<file path="src/rtl/control_segmentado_if.sv">
// Bundle between the ID-stage decoder/hazard inputs and the pipelined
// control-path outputs of control_segmentado.
interface control_segmentado_if;
  localparam int unsigned CW = 10;
  localparam int unsigned RW = 5;

  logic [CW-1:0] Control;
  logic [RW-1:0] rs_id;
  logic [RW-1:0] rt_id;
  logic          cero_mem;

  logic          RegDest_ex;
  logic          FuenteALU_ex;
  logic [1:0]    ALUOp_ex;
  logic          LeerMem_mem;
  logic          EscrMem_mem;
  logic          MemaReg_wb;
  logic          EscrReg_wb;
  logic          tomar_salto;
  logic          escr_pc;
  logic          escr_ifid;
  logic          flush_ifid;

  modport master (
    output Control, rs_id, rt_id, cero_mem,
    input  RegDest_ex, FuenteALU_ex, ALUOp_ex, LeerMem_mem, EscrMem_mem,
           MemaReg_wb, EscrReg_wb, tomar_salto, escr_pc, escr_ifid, flush_ifid
  );

  modport slave (
    input  Control, rs_id, rt_id, cero_mem,
    output RegDest_ex, FuenteALU_ex, ALUOp_ex, LeerMem_mem, EscrMem_mem,
           MemaReg_wb, EscrReg_wb, tomar_salto, escr_pc, escr_ifid, flush_ifid
  );
endinterface

</file>
<file path="src/rtl/control_segmentado.sv">
// Pipelined control path: carries the ID control word through ID/EX, EX/MEM and
// MEM/WB, stalls on load-use hazards and flushes on jumps resolved in MEM.
module control_segmentado (
  input  logic                 clk,
  input  logic                 rst_n,
  control_segmentado_if.slave  bus
);
  localparam int unsigned CW = 10;
  localparam int unsigned RW = 5;
  localparam int unsigned MW = 6;
  localparam int unsigned WW = 2;

  localparam int unsigned B_SALTOINCOND = 9;
  localparam int unsigned B_REGDEST     = 8;
  localparam int unsigned B_FUENTEALU   = 7;
  localparam int unsigned B_MEMAREG     = 6;
  localparam int unsigned B_ESCRREG     = 5;
  localparam int unsigned B_LEERMEM     = 4;
  localparam int unsigned B_ESCRMEM     = 3;
  localparam int unsigned B_SALTOCOND   = 2;

  // EX/MEM field positions: {Saltoincond, MemaReg, EscrReg, LeerMem, EscrMem, SaltoCond}
  localparam int unsigned M_SALTOINCOND = 5;
  localparam int unsigned M_MEMAREG     = 4;
  localparam int unsigned M_ESCRREG     = 3;
  localparam int unsigned M_LEERMEM     = 2;
  localparam int unsigned M_ESCRMEM     = 1;
  localparam int unsigned M_SALTOCOND   = 0;

  // MEM/WB field positions: {MemaReg, EscrReg}
  localparam int unsigned W_MEMAREG = 1;
  localparam int unsigned W_ESCRREG = 0;

  logic [CW-1:0] idex_q,  idex_d;
  logic [RW-1:0] rt_ex_q, rt_ex_d;
  logic [MW-1:0] exmem_q, exmem_d;
  logic [WW-1:0] memwb_q, memwb_d;

  logic [CW-1:0] ctrl_san;
  logic          load_use;
  logic          taken;
  logic          stall;

  // Hazard detection and branch resolution, all same-cycle
  always_comb begin
    load_use = idex_q[B_LEERMEM] & (rt_ex_q != RW'(0)) &
               ((rt_ex_q == bus.rs_id) | (rt_ex_q == bus.rt_id));
    taken    = exmem_q[M_SALTOINCOND] | (exmem_q[M_SALTOCOND] & bus.cero_mem);
    stall    = load_use & ~taken;
  end

  // Non-writing instructions carry decoder don't-cares; force them to 0
  always_comb begin
    ctrl_san = bus.Control;
    if (!bus.Control[B_ESCRREG]) begin
      ctrl_san[B_REGDEST] = 1'b0;
      ctrl_san[B_MEMAREG] = 1'b0;
    end
  end

  // Next-state of the stage registers: bubbles on stall, zeros on flush
  always_comb begin
    idex_d  = ctrl_san;
    rt_ex_d = bus.rt_id;
    if (taken || load_use) begin
      idex_d  = '0;
      rt_ex_d = '0;
    end

    exmem_d = {idex_q[B_SALTOINCOND], idex_q[B_MEMAREG], idex_q[B_ESCRREG],
               idex_q[B_LEERMEM],     idex_q[B_ESCRMEM], idex_q[B_SALTOCOND]};
    if (taken) begin
      exmem_d = '0;
    end

    memwb_d = {exmem_q[M_MEMAREG], exmem_q[M_ESCRREG]};
  end

  always_ff @(posedge clk or negedge rst_n) begin
    if (!rst_n) begin
      idex_q  <= '0;
      rt_ex_q <= '0;
      exmem_q <= '0;
      memwb_q <= '0;
    end else begin
      idex_q  <= idex_d;
      rt_ex_q <= rt_ex_d;
      exmem_q <= exmem_d;
      memwb_q <= memwb_d;
    end
  end

  assign bus.RegDest_ex   = idex_q[B_REGDEST];
  assign bus.FuenteALU_ex = idex_q[B_FUENTEALU];
  assign bus.ALUOp_ex     = idex_q[1:0];
  assign bus.LeerMem_mem  = exmem_q[M_LEERMEM];
  assign bus.EscrMem_mem  = exmem_q[M_ESCRMEM];
  assign bus.MemaReg_wb   = memwb_q[W_MEMAREG];
  assign bus.EscrReg_wb   = memwb_q[W_ESCRREG];

  // A taken jump wins over a stall: the stalled instruction is being flushed anyway
  assign bus.tomar_salto  = taken;
  assign bus.escr_pc      = ~stall;
  assign bus.escr_ifid    = ~stall;
  assign bus.flush_ifid   = taken;
endmodule

</file>
<file path="src/flat_wrapper.sv">
// flat-port wrapper written by rule: the top's interface ports become plain ports
module control_segmentado_flat 
  (clk, rst_n, bus_Control, bus_rs_id, bus_rt_id, bus_cero_mem, bus_RegDest_ex, bus_FuenteALU_ex, bus_ALUOp_ex, bus_LeerMem_mem, bus_EscrMem_mem, bus_MemaReg_wb, bus_EscrReg_wb, bus_tomar_salto, bus_escr_pc, bus_escr_ifid, bus_flush_ifid);
  control_segmentado_if bus_i ();
  input  logic clk;
  input  logic rst_n;
  input wire logic [$bits(bus_i.Control)-1:0] bus_Control;
  input wire logic [$bits(bus_i.rs_id)-1:0] bus_rs_id;
  input wire logic [$bits(bus_i.rt_id)-1:0] bus_rt_id;
  input wire logic [$bits(bus_i.cero_mem)-1:0] bus_cero_mem;
  output wire logic [$bits(bus_i.RegDest_ex)-1:0] bus_RegDest_ex;
  output wire logic [$bits(bus_i.FuenteALU_ex)-1:0] bus_FuenteALU_ex;
  output wire logic [$bits(bus_i.ALUOp_ex)-1:0] bus_ALUOp_ex;
  output wire logic [$bits(bus_i.LeerMem_mem)-1:0] bus_LeerMem_mem;
  output wire logic [$bits(bus_i.EscrMem_mem)-1:0] bus_EscrMem_mem;
  output wire logic [$bits(bus_i.MemaReg_wb)-1:0] bus_MemaReg_wb;
  output wire logic [$bits(bus_i.EscrReg_wb)-1:0] bus_EscrReg_wb;
  output wire logic [$bits(bus_i.tomar_salto)-1:0] bus_tomar_salto;
  output wire logic [$bits(bus_i.escr_pc)-1:0] bus_escr_pc;
  output wire logic [$bits(bus_i.escr_ifid)-1:0] bus_escr_ifid;
  output wire logic [$bits(bus_i.flush_ifid)-1:0] bus_flush_ifid;
  assign bus_i.Control = bus_Control;
  assign bus_i.rs_id = bus_rs_id;
  assign bus_i.rt_id = bus_rt_id;
  assign bus_i.cero_mem = bus_cero_mem;
  assign bus_RegDest_ex = bus_i.RegDest_ex;
  assign bus_FuenteALU_ex = bus_i.FuenteALU_ex;
  assign bus_ALUOp_ex = bus_i.ALUOp_ex;
  assign bus_LeerMem_mem = bus_i.LeerMem_mem;
  assign bus_EscrMem_mem = bus_i.EscrMem_mem;
  assign bus_MemaReg_wb = bus_i.MemaReg_wb;
  assign bus_EscrReg_wb = bus_i.EscrReg_wb;
  assign bus_tomar_salto = bus_i.tomar_salto;
  assign bus_escr_pc = bus_i.escr_pc;
  assign bus_escr_ifid = bus_i.escr_ifid;
  assign bus_flush_ifid = bus_i.flush_ifid;
  control_segmentado u_core (.clk(clk), .rst_n(rst_n), .bus(bus_i));
endmodule
</file>
<file path="config.mk">
export PLATFORM = sky130hd
export DESIGN_NAME = control_segmentado_flat
export DESIGN_NICKNAME = d
export VERILOG_FILES = /design/src/rtl/control_segmentado_if.sv /design/src/rtl/control_segmentado.sv /design/src/flat_wrapper.sv
export SDC_FILE = /design/constraint.sdc
export NUM_CORES = 1
export LEC_CHECK = 0
export BUFFER_PORTS_ARGS = -buffer_cell sky130_fd_sc_hd__buf_2
export CELL_PAD_IN_SITES_DETAIL_PLACEMENT = 1
export CELL_PAD_IN_SITES_GLOBAL_PLACEMENT = 1
export CORE_ASPECT_RATIO = 2
export CORE_UTILIZATION = 35
export CTS_BUF_LIST = sky130_fd_sc_hd__clkbuf_4 sky130_fd_sc_hd__clkbuf_8
export DETAILED_ROUTE_END_ITERATION = 10
export MAX_ROUTING_LAYER = met4
export PLACE_DENSITY_LB_ADDON = 0.05
export SLEW_MARGIN = 5
export SYNTH_ARGS = -nofsm -noshare
export SYNTH_HDL_FRONTEND = slang
export SYNTH_SLANG_ARGS = --single-unit
</file>
<file path="constraint.sdc">
create_clock -name clk -period 1.62 [get_ports clk]
set_input_delay 0.081 -clock clk [delete_from_list [all_inputs] [get_ports clk]]
set_output_delay 0.081 -clock clk [all_outputs]
set_load 0.01 [all_outputs]
</file>
After elaboration in Yosys (flattened, before gate mapping)
Cells that the tools add are included.
{"block": "word_totals", "ff_bits": 23, "inputBits": 23, "out_inout_bits": 12}
{"block": "op_classes", "n_eq_ne": 2, "n_mux": 5, "n_bitwise": 8, "n_reduce_logical": 2}
{"operator": "$eq A5 B5 Y1", "count": 2}
{"operator": "$mux W10", "count": 1}
{"operator": "$mux W6", "count": 1}
{"operator": "$mux W5", "count": 1}
{"operator": "$reduce_bool A5 Y1", "count": 1}
{"operator": "$and A1 B1 Y1", "count": 4}
{"operator": "$mux W1", "count": 2}
{"operator": "$not A1 Y1", "count": 2}
{"operator": "$or A1 B1 Y1", "count": 2}
{"operator": "$logic_or A1 B1 Y1", "count": 1}

Logic depth before layout (Yosys ltp)
Gate-level depths: netlist of run 1.
{"block": "depth", "word_depth": 5, "ltp_mapped": 6, "mapped_depth_nobuf": 4}

Least setup slack after synthesis of run 1
OpenSTA, ideal clock, no wires.
{"block": "synth_timing", "path_type": "register -> output", "from": "register u_core.rt_ex_q[2]", "to": "output bus_escr_pc", "arrival_time_ps": 1581, "required_ps": 1539, "setup_slack_ps": -42, "path_stages_with_launch": 6, "path_buffers": 2, "path_cell_list": "dfrtp_1 or4_4 o21a_4 buf_12 nand3_1 buf_4"}
{"block": "synth_between", "elab_chain_len": 5, "word_cells_on_any_way": 8, "cone_classes": "eq/ne: 2; bitwise: 5; reduce/logical: 1"}
{"item": "start: declaration", "line_no": "control_segmentado.sv:35", "rtl": "logic [RW-1:0] rt_ex_q, rt_ex_d;"}
{"item": "start signal: assignment", "line_no": "control_segmentado.sv:87", "rtl": "rt_ex_q <= rt_ex_d;"}
{"item": "$eq A5 B5 Y1 / $reduce_bool A5 Y1 (equally long branches)", "line_no": "control_segmentado.sv:47, control_segmentado.sv:46"}
{"item": "$or A1 B1 Y1 / $and A1 B1 Y1 (equally long branches)", "line_no": "control_segmentado.sv:47, control_segmentado.sv:46"}
{"item": "$and A1 B1 Y1 *", "line_no": "control_segmentado.sv:46", "rtl": "load_use = idex_q[B_LEERMEM] & (rt_ex_q != RW'(0)) &"}
{"item": "$and A1 B1 Y1 *", "line_no": "control_segmentado.sv:49", "rtl": "stall = load_use & ~taken;"}
{"item": "$not A1 Y1 *"}
{"item": "end: declaration", "line_no": "flat_wrapper.sv:19", "rtl": "output wire logic [$bits(bus_i.escr_pc)-1:0] bus_escr_pc;"}
Every way passes the cells marked *; elsewhere a longest branch is shown, timed or not.

Worst setup path after layout of run 1
{"block": "layout_timing", "from": "register u_core.rt_ex_q[4]", "to": "output bus_escr_pc"}
{"block": "layout_between", "elab_chain_len": 5, "word_cells_on_any_way": 8, "cone_classes": "eq/ne: 2; bitwise: 5; reduce/logical: 1"}
{"item": "$eq A5 B5 Y1 / $reduce_bool A5 Y1 (equally long branches)", "line_no": "control_segmentado.sv:47, control_segmentado.sv:46"}
{"item": "$or A1 B1 Y1 / $and A1 B1 Y1 (equally long branches)", "line_no": "control_segmentado.sv:47, control_segmentado.sv:46"}
{"item": "$and A1 B1 Y1 *", "line_no": "control_segmentado.sv:46"}
{"item": "$and A1 B1 Y1 *", "line_no": "control_segmentado.sv:49"}
{"item": "$not A1 Y1 *", "line_no": "control_segmentado.sv:103", "rtl": "assign bus.escr_pc = ~stall;"}
Marks and branches as above.

==> results of run 1 <==
[critical path, cell delays in order, from the launching register on]
cell and delay, ps:
dfrtp_1 420, or4_4 530, o21a_4 230, nand3_4 80
buf_6 100
[power breakdown]
part           internal [mW]  switching [mW]  total (mW)
logic                  0.275           0.353       0.628
registers              0.700          0.0620       0.762
clock network          0.171           0.179       0.350
[path summary, 6_finish.rpt]
kind	depth (start not counted)	slack, ps	to	from
worst min register to register	0	350	u_core.memwb_q[1]$_DFF_PN0_	u_core.exmem_q[4]$_DFF_PN0_
worst max register to register	4	-10	u_core.idex_q[9]$_DFF_PN0_	u_core.rt_ex_q[4]$_DFF_PN0_
max in group asynchronous	2	940	u_core.exmem_q[1]$_DFF_PN0_	rst_n
worst min-delay path	3	30	u_core.idex_q[1]$_DFF_PN0_	bus_Control[1]
min in group asynchronous	2	320	u_core.memwb_q[0]$_DFF_PN0_	rst_n
worst max-delay path	4	-80	bus_escr_pc	u_core.rt_ex_q[4]$_DFF_PN0_
[layout by cell type, fill, tap and decap left out]
cell	instances
dfrtp_1	23
nand2_1	15
dlygate4sd3_1	1
a21oi_2	10
clkbuf_8	3
buf_2	32
inv_1	1
xnor2_1	10
or4_4	1
a21oi_1	5
and2_1	6
o22ai_4	1
a21oi_4	1
o21a_4	1
buf_4	8
nand3_1	4
nand3_4	1
clkinv_2	1
buf_6	2
[through the flow]
| step | hold slack, ps | instance area, um2 | cells |
|---|---|---|---|
| 2_1_floorplan | -215 | 1020 | 87 |
| 3_3_place_gp | 76.9 | 1210 | 148 |
| 3_5_place_dp | 88.4 | 1210 | 148 |
| 4_1_cts | 29.4 | 1300 | 154 |
| 5_1_grt | 31.6 | 1310 | 155 |
| 6_report | 31.5 | 1310 | 155 |
[sequential cells by signal, indices dropped and copies added (netlist names)]
register / flops
u_core.rt_ex_q: 5
u_core.exmem_q: 6
u_core.memwb_q: 2
u_core.idex_q: 10
[cell type report]
| cell class | instances | area (um2) |
|---|---|---|
| inverters | 1 | 3.75 |
| clock inverters | 1 | 5.00 |
| multi-input cells | 55 | 394 |
| fillers | 325 | 1430 |
| repair buffers | 43 | 253 |
| flip-flops and latches | 23 | 576 |
| well taps | 29 | 36.3 |
| clock buffers | 3 | 41.3 |
[cells by family (layout without fill, tap and decap cells)]
kind of cell,Yosys count,after routing,share of synthesized area [%]
buf+inv,9,48,6.81
xor+xnor,10,10,8.66
flops,23,23,56.9
simple gates,27,27,12.9
compound gates,18,18,14.7
[timing repair]
action,in CTS,in global routing
setup endpoints to repair,2,17
hold endpoints to repair,23,0
setup buffers,1,1
resized for setup,4,1
pin swaps,0,1
hold buffers,1,0
[layer usage]
layer / part of all wire, % / routed length, um / vias to the layer above
met4: 0.96 / 22 / 0
met5: 0 / 0 / -
met1: 35 / 801 / 354
met3: 3.2 / 74 / 2
met2: 61 / 1390 / 19
li1: - / - / 356
[synthesized netlist by cell type]
cell type	instances	share of area, %
dfrtp_1	23	57
and2_1	6	3.7
a21oi_4	1	1.6
inv_1	1	0.37
a21oi_2	8	6.9
nand2_1	15	5.6
a21oi_1	7	3.5
buf_12	1	2.0
or4_4	1	1.1
o21a_4	1	1.5
clkbuf_1	2	0.74
nand3_1	5	2.5
buf_4	5	3.7
o22ai_2	1	1.2
xnor2_1	10	8.7
==> results.md, run 1 <==
- Clock Skew: 4.71 ps
- Final TNS setup: -176 ps
- Port Buf Inserts: 34
- Root Buffer: clkbuf_8
- CP Capture Type: output pin
- Max Transition Viols Final: 0
- Via count: 731
- # rows: 27
- Mapped Area: a little over 1000 um2
- Die footprint: 3120 um2
- Yosys synthesis warning count: 0
- Max Root-Sink Buffers: 2
- Flops & latches, synth: 23
- Vias in the first global route: 806
- Critical Path RT: 1540 ps
- Clk pin slew, worst setup/hold paths: 80 ps
- GRT Resource Usage Total: between 10% and 20%
- DR iter-0 viols: 14
- Syn_area_per_cell: 11.6 um2
- Final setup margin: -84.0 ps
- Fmax: 587 MHz
- Final hold violations: 0
- Syn nets: 110
- 1st-pass router iterations: 3
- Routing usage on met1: 17.7%
- Run status: finished, violations left
- Met2 usage: ~30%
- Final WL: ~2300 um
- Design Power: 1.74 mW
- Most Crowded Layer GR: met2
- Met3 Track Usage GR: 1.71%
- Cell Pwr Density: about 1300 nW/um2
- N_diodes: 0
- Layout cells sized above 1: between 40% and 50%
- Critical path peak fanout: 3
- Die Width: 40.0 um
- Dpl ws: 74.9 ps
- Tightest Pin Transition: about 520 ps
- Number of antenna violations at the first check in global routing: 0
- Routed WL per cell: 14.8 um
- Largest net degree at the start of global routing: 24
- Final core area utilization: a little under half
- IR drop worst, VDD: 513 uV
- IO Pins: 35
- Failing checks: setup timing
- Global-route wire length before repair: 3570 um
- H-tree Lvls: 1
- Lkg Pwr: 0.642 nW
- Worst path arrival time: 1620 ps
- Clk Latency, worst-skew pair: 260 ps
- Slew headroom: 65.5%
- Hold Path Class: in2reg
- Critical path class: reg2out
- Max-cap violations: 0
- Cts bufs inserted: 3
- Period utilization: 105%
- Via/cell ratio: 4.72
- Gp weighted congestion: 0.759
- Final setup violation count: 3
- RSZ-0062 raised after global routing: true
- CTS tree: yes
- Startpoint Class: flip-flop
- CTS sink cnt: 23
- Post-synthesis sequential area ratio: 56.9%
- Die Y: 78.0 um
- Initial core utilization: a little under two fifths
- Mapped Cells: 87
- Core area: ~2700 um2
- Final #Nets: 150
- Antenna viol nets, final: 0
- HPWL after DPL: 1640 um
- # DRC: 0
- Synth-to-Final Area Change: 29.5%
- Grt ovf: 0
- Count of different cell masters after synthesis: 15
- Min cycle time layout: between 1500 and 2000 ps
No activity file was read; power rests on OpenSTA's default activity.
==> run 2, diff against run 1 <==
Settings changed: CELL_PAD_IN_SITES_DETAIL_PLACEMENT 1 to not set, CELL_PAD_IN_SITES_GLOBAL_PLACEMENT 1 to not set, CORE_ASPECT_RATIO 2 to not set, CORE_UTILIZATION 35 to 46.
==> run 2 against run 1 <==
  * Largest cell class unchanged
  * Sequential share of layout area fell by 2.5 points
  * Via count rose by 4.2%
  * Largest power group unchanged
  * Clock skew rose by 4.0 ps
  * Die area fell by 23%
  * Flip-flop and latch count did not move
  * Setup slack got worse by 56 ps
  * The run still ends with setup timing left
  * Critical path depth did not move
  * Cell area rose by 6.0%
  * Combinational power rose by 2%
  * Power fell by 4.1%
  * Maximum frequency fell by 3.2%
  * First-iteration DRC count fell by 43%
==> results.md, run 2 (synthesis results as in run 1) <==
- Slew headroom: 67.2%
- DR iter-0 viols: 8
- # rows: 16
- Max FFs per register: 10
- Max Root-Sink Buffers: 2
- Final setup violation count: 3
- RSZ-0062 raised after global routing: true
- Clk pin slew, worst setup/hold paths: 120 ps
- Fmax: 568 MHz
- Largest registers: u_core.idex_q: 10 flops, u_core.exmem_q: 6 flops, u_core.rt_ex_q: 5 flops
- Final setup margin: -140 ps
- Antenna viol nets, final: 0
- Final hold slack: 14.3 ps
- Critical Path RT: 1540 ps
- Grt ovf: 0
- Synth-to-Final Area Change: 37.3%
- Final WL: 1980 um
- Largest net degree at the start of global routing: 24
- CTS tree: yes
- Hold Path Class: in2reg
- Root Buffer: clkbuf_4
- Port Buf Inserts: 34
- GRT Resource Usage Total: 19.7%
- CP peak stage delay: 530 ps
- Critical path class: reg2out
- # DRC: 0
- Cell internal pwr: 1.11 mW
- Final #Nets: 160
- Combinational power share: between 30% and 40%
- Final hold violations: 0
- Core area: 2020 um2
- IR drop worst, VDD: 698 uV
- Run status: finished, violations left
- Max Transition Viols Final: 0
- Vias in the first global route: slightly below 800
- Commonest non-fill, non-tap cell in the layout: buf_2
- H-tree Lvls: 1
- Final TNS setup: -282 ps
- Crit path max-delay cell type: or4_4
- Tightest Pin Transition: 492 ps
- Switching pwr: around 560 uW
- Routing usage on met1: 24.0%
- CTS sink cnt: 23
- Cts bufs inserted: 3
- Gp weighted congestion: ~0.86
- Via/cell ratio: 4.67
- Sw frac: approximately a third
- CP delay by family, top: simple AND/OR/NAND/NOR gates
- Design Power: roughly 1.7 mW
- HPWL after DPL: between 1000 and 1500 um
- Clock share of power: approximately 16%
- Cell area after layout: 1390 um2
- Period utilization: 109%
- 1st-pass router iterations: 4
- Max-cap violations: 0
- N_diodes: 0
- Initial core utilization: 50.0%
- Reg power frac: between 40% and 50%
- Met3 Track Usage GR: 2.80%
- Die footprint: 2390 um2
- Placed Area: 1200 um2
- Failing checks: setup timing
- Clk Latency, worst-skew pair: 300 ps
- Most Crowded Layer GR: met2
- Die Y: 48.9 um
- Die Width: a little under 50 um
- Number of antenna violations at the first check in global routing: 0
- CP Capture Type: output pin
- IO Pins: 35
- FILL cells: between 150 and 200
- Final core area utilization: 68.6%
- Startpoint Class: flip-flop
- Critical path peak fanout: 3
- Cell Pwr Density: 1200 nW/um2
- Layout cells sized above 1: 45.6%
- WP buf/inv: 1
- Met2 usage: 31.9%
- CP cell instances: or4_4, o21a_4, nand3_4, buf_6
- Worst path arrival time: approximately 1700 ps
- Clock Skew: 8.69 ps
- Min cycle time layout: 1760 ps
- Routed WL per cell: 12.1 um
- Most frequent cells in the layout: buf_2 (32), dfrtp_1 (23), nand2_1 (15)
- Global-route wire length before repair: 3390 um
- Via count: about 760
- Lkg Pwr: ~0.68 nW
- Reg with most FFs: u_core.idex_q
run 2: cell types whose count changed in the layout (fill, tap and decap cells not counted), sizes merged:
cell,previous run,this run
clkbuf,3,4
buf,42,43
dlygate4sd3,1,10
clkinv,1,0
run 2: worst paths after layout:
check / start / endpoint / slack (ps) / depth (start not counted)
setup / recovery: u_core.rt_ex_q[4]$_DFF_PN0_ / bus_escr_ifid / -140 / 4
hold / removal: bus_rt_id[2] / u_core.rt_ex_q[2]$_DFF_PN0_ / 10 / 3
setup reg to reg: u_core.rt_ex_q[4]$_DFF_PN0_ / u_core.idex_q[2]$_DFF_PN0_ / 0 / 4
hold reg to reg: u_core.exmem_q[4]$_DFF_PN0_ / u_core.memwb_q[1]$_DFF_PN0_ / 360 / 0
max in group asynchronous: rst_n / u_core.idex_q[8]$_DFF_PN0_ / 1030 / 2
min in group asynchronous: rst_n / u_core.idex_q[4]$_DFF_PN0_ / 260 / 2
run 2: layer usage:
layer  share of wire [%]  up-vias  wire (um)
li1                    -      375          -
met1                  45      362        882
met2                  50       21        998
met3                 3.4        4         67
met4                 1.5        0         29
met5                   0        -          0
run 2: layout make-up:
class | instances | area [um2] | share of cell area (%)
Sequential cell | 23 | 576 | 41.5
Clock buffer | 4 | 30.0 | 2.16
Inverter | 1 | 3.75 | 0.271
Multi-Input combinational cell | 55 | 394 | 28.4
Timing Repair Buffer | 53 | 350 | 25.2
Tap cell | 27 | 33.8 | 2.43
run 2: through the flow:
stage | setup WS, ps | cells
floorplan | 24.1 | 87
global placement | 114 | 146
detailed placement | 84.0 | 146
CTS | -138 | 163
global route | -198 | 163
finish | -140 | 163
run 2: timing repair:
item | in CTS | in global routing
setup buffers | 3 | 0
endpoints found under the hold margin | 32 | 0
pin swaps | 1 | 0
hold buffers | 10 | 0
gates resized for setup | 4 | 1
setup endpoints to repair | 2 | 17
run 2: power groups by stage:
stage	Sequential, mW	Combinational, mW	Clock (mW)
3_3_place_gp	0.765	0.550	0
2_1_floorplan	0.779	0.408	0
4_1_cts	0.756	0.640	0.283
6_report	0.757	0.642	0.270
3_5_place_dp	0.770	0.565	0
5_1_grt	0.768	0.701	0.312
run 2: worst min-delay path, delay by kind of cell:
kind / cells / cell delay (ps)
simple gates: 1 / 70
buf+inv: 1 / 120
compound gates: 1 / 30
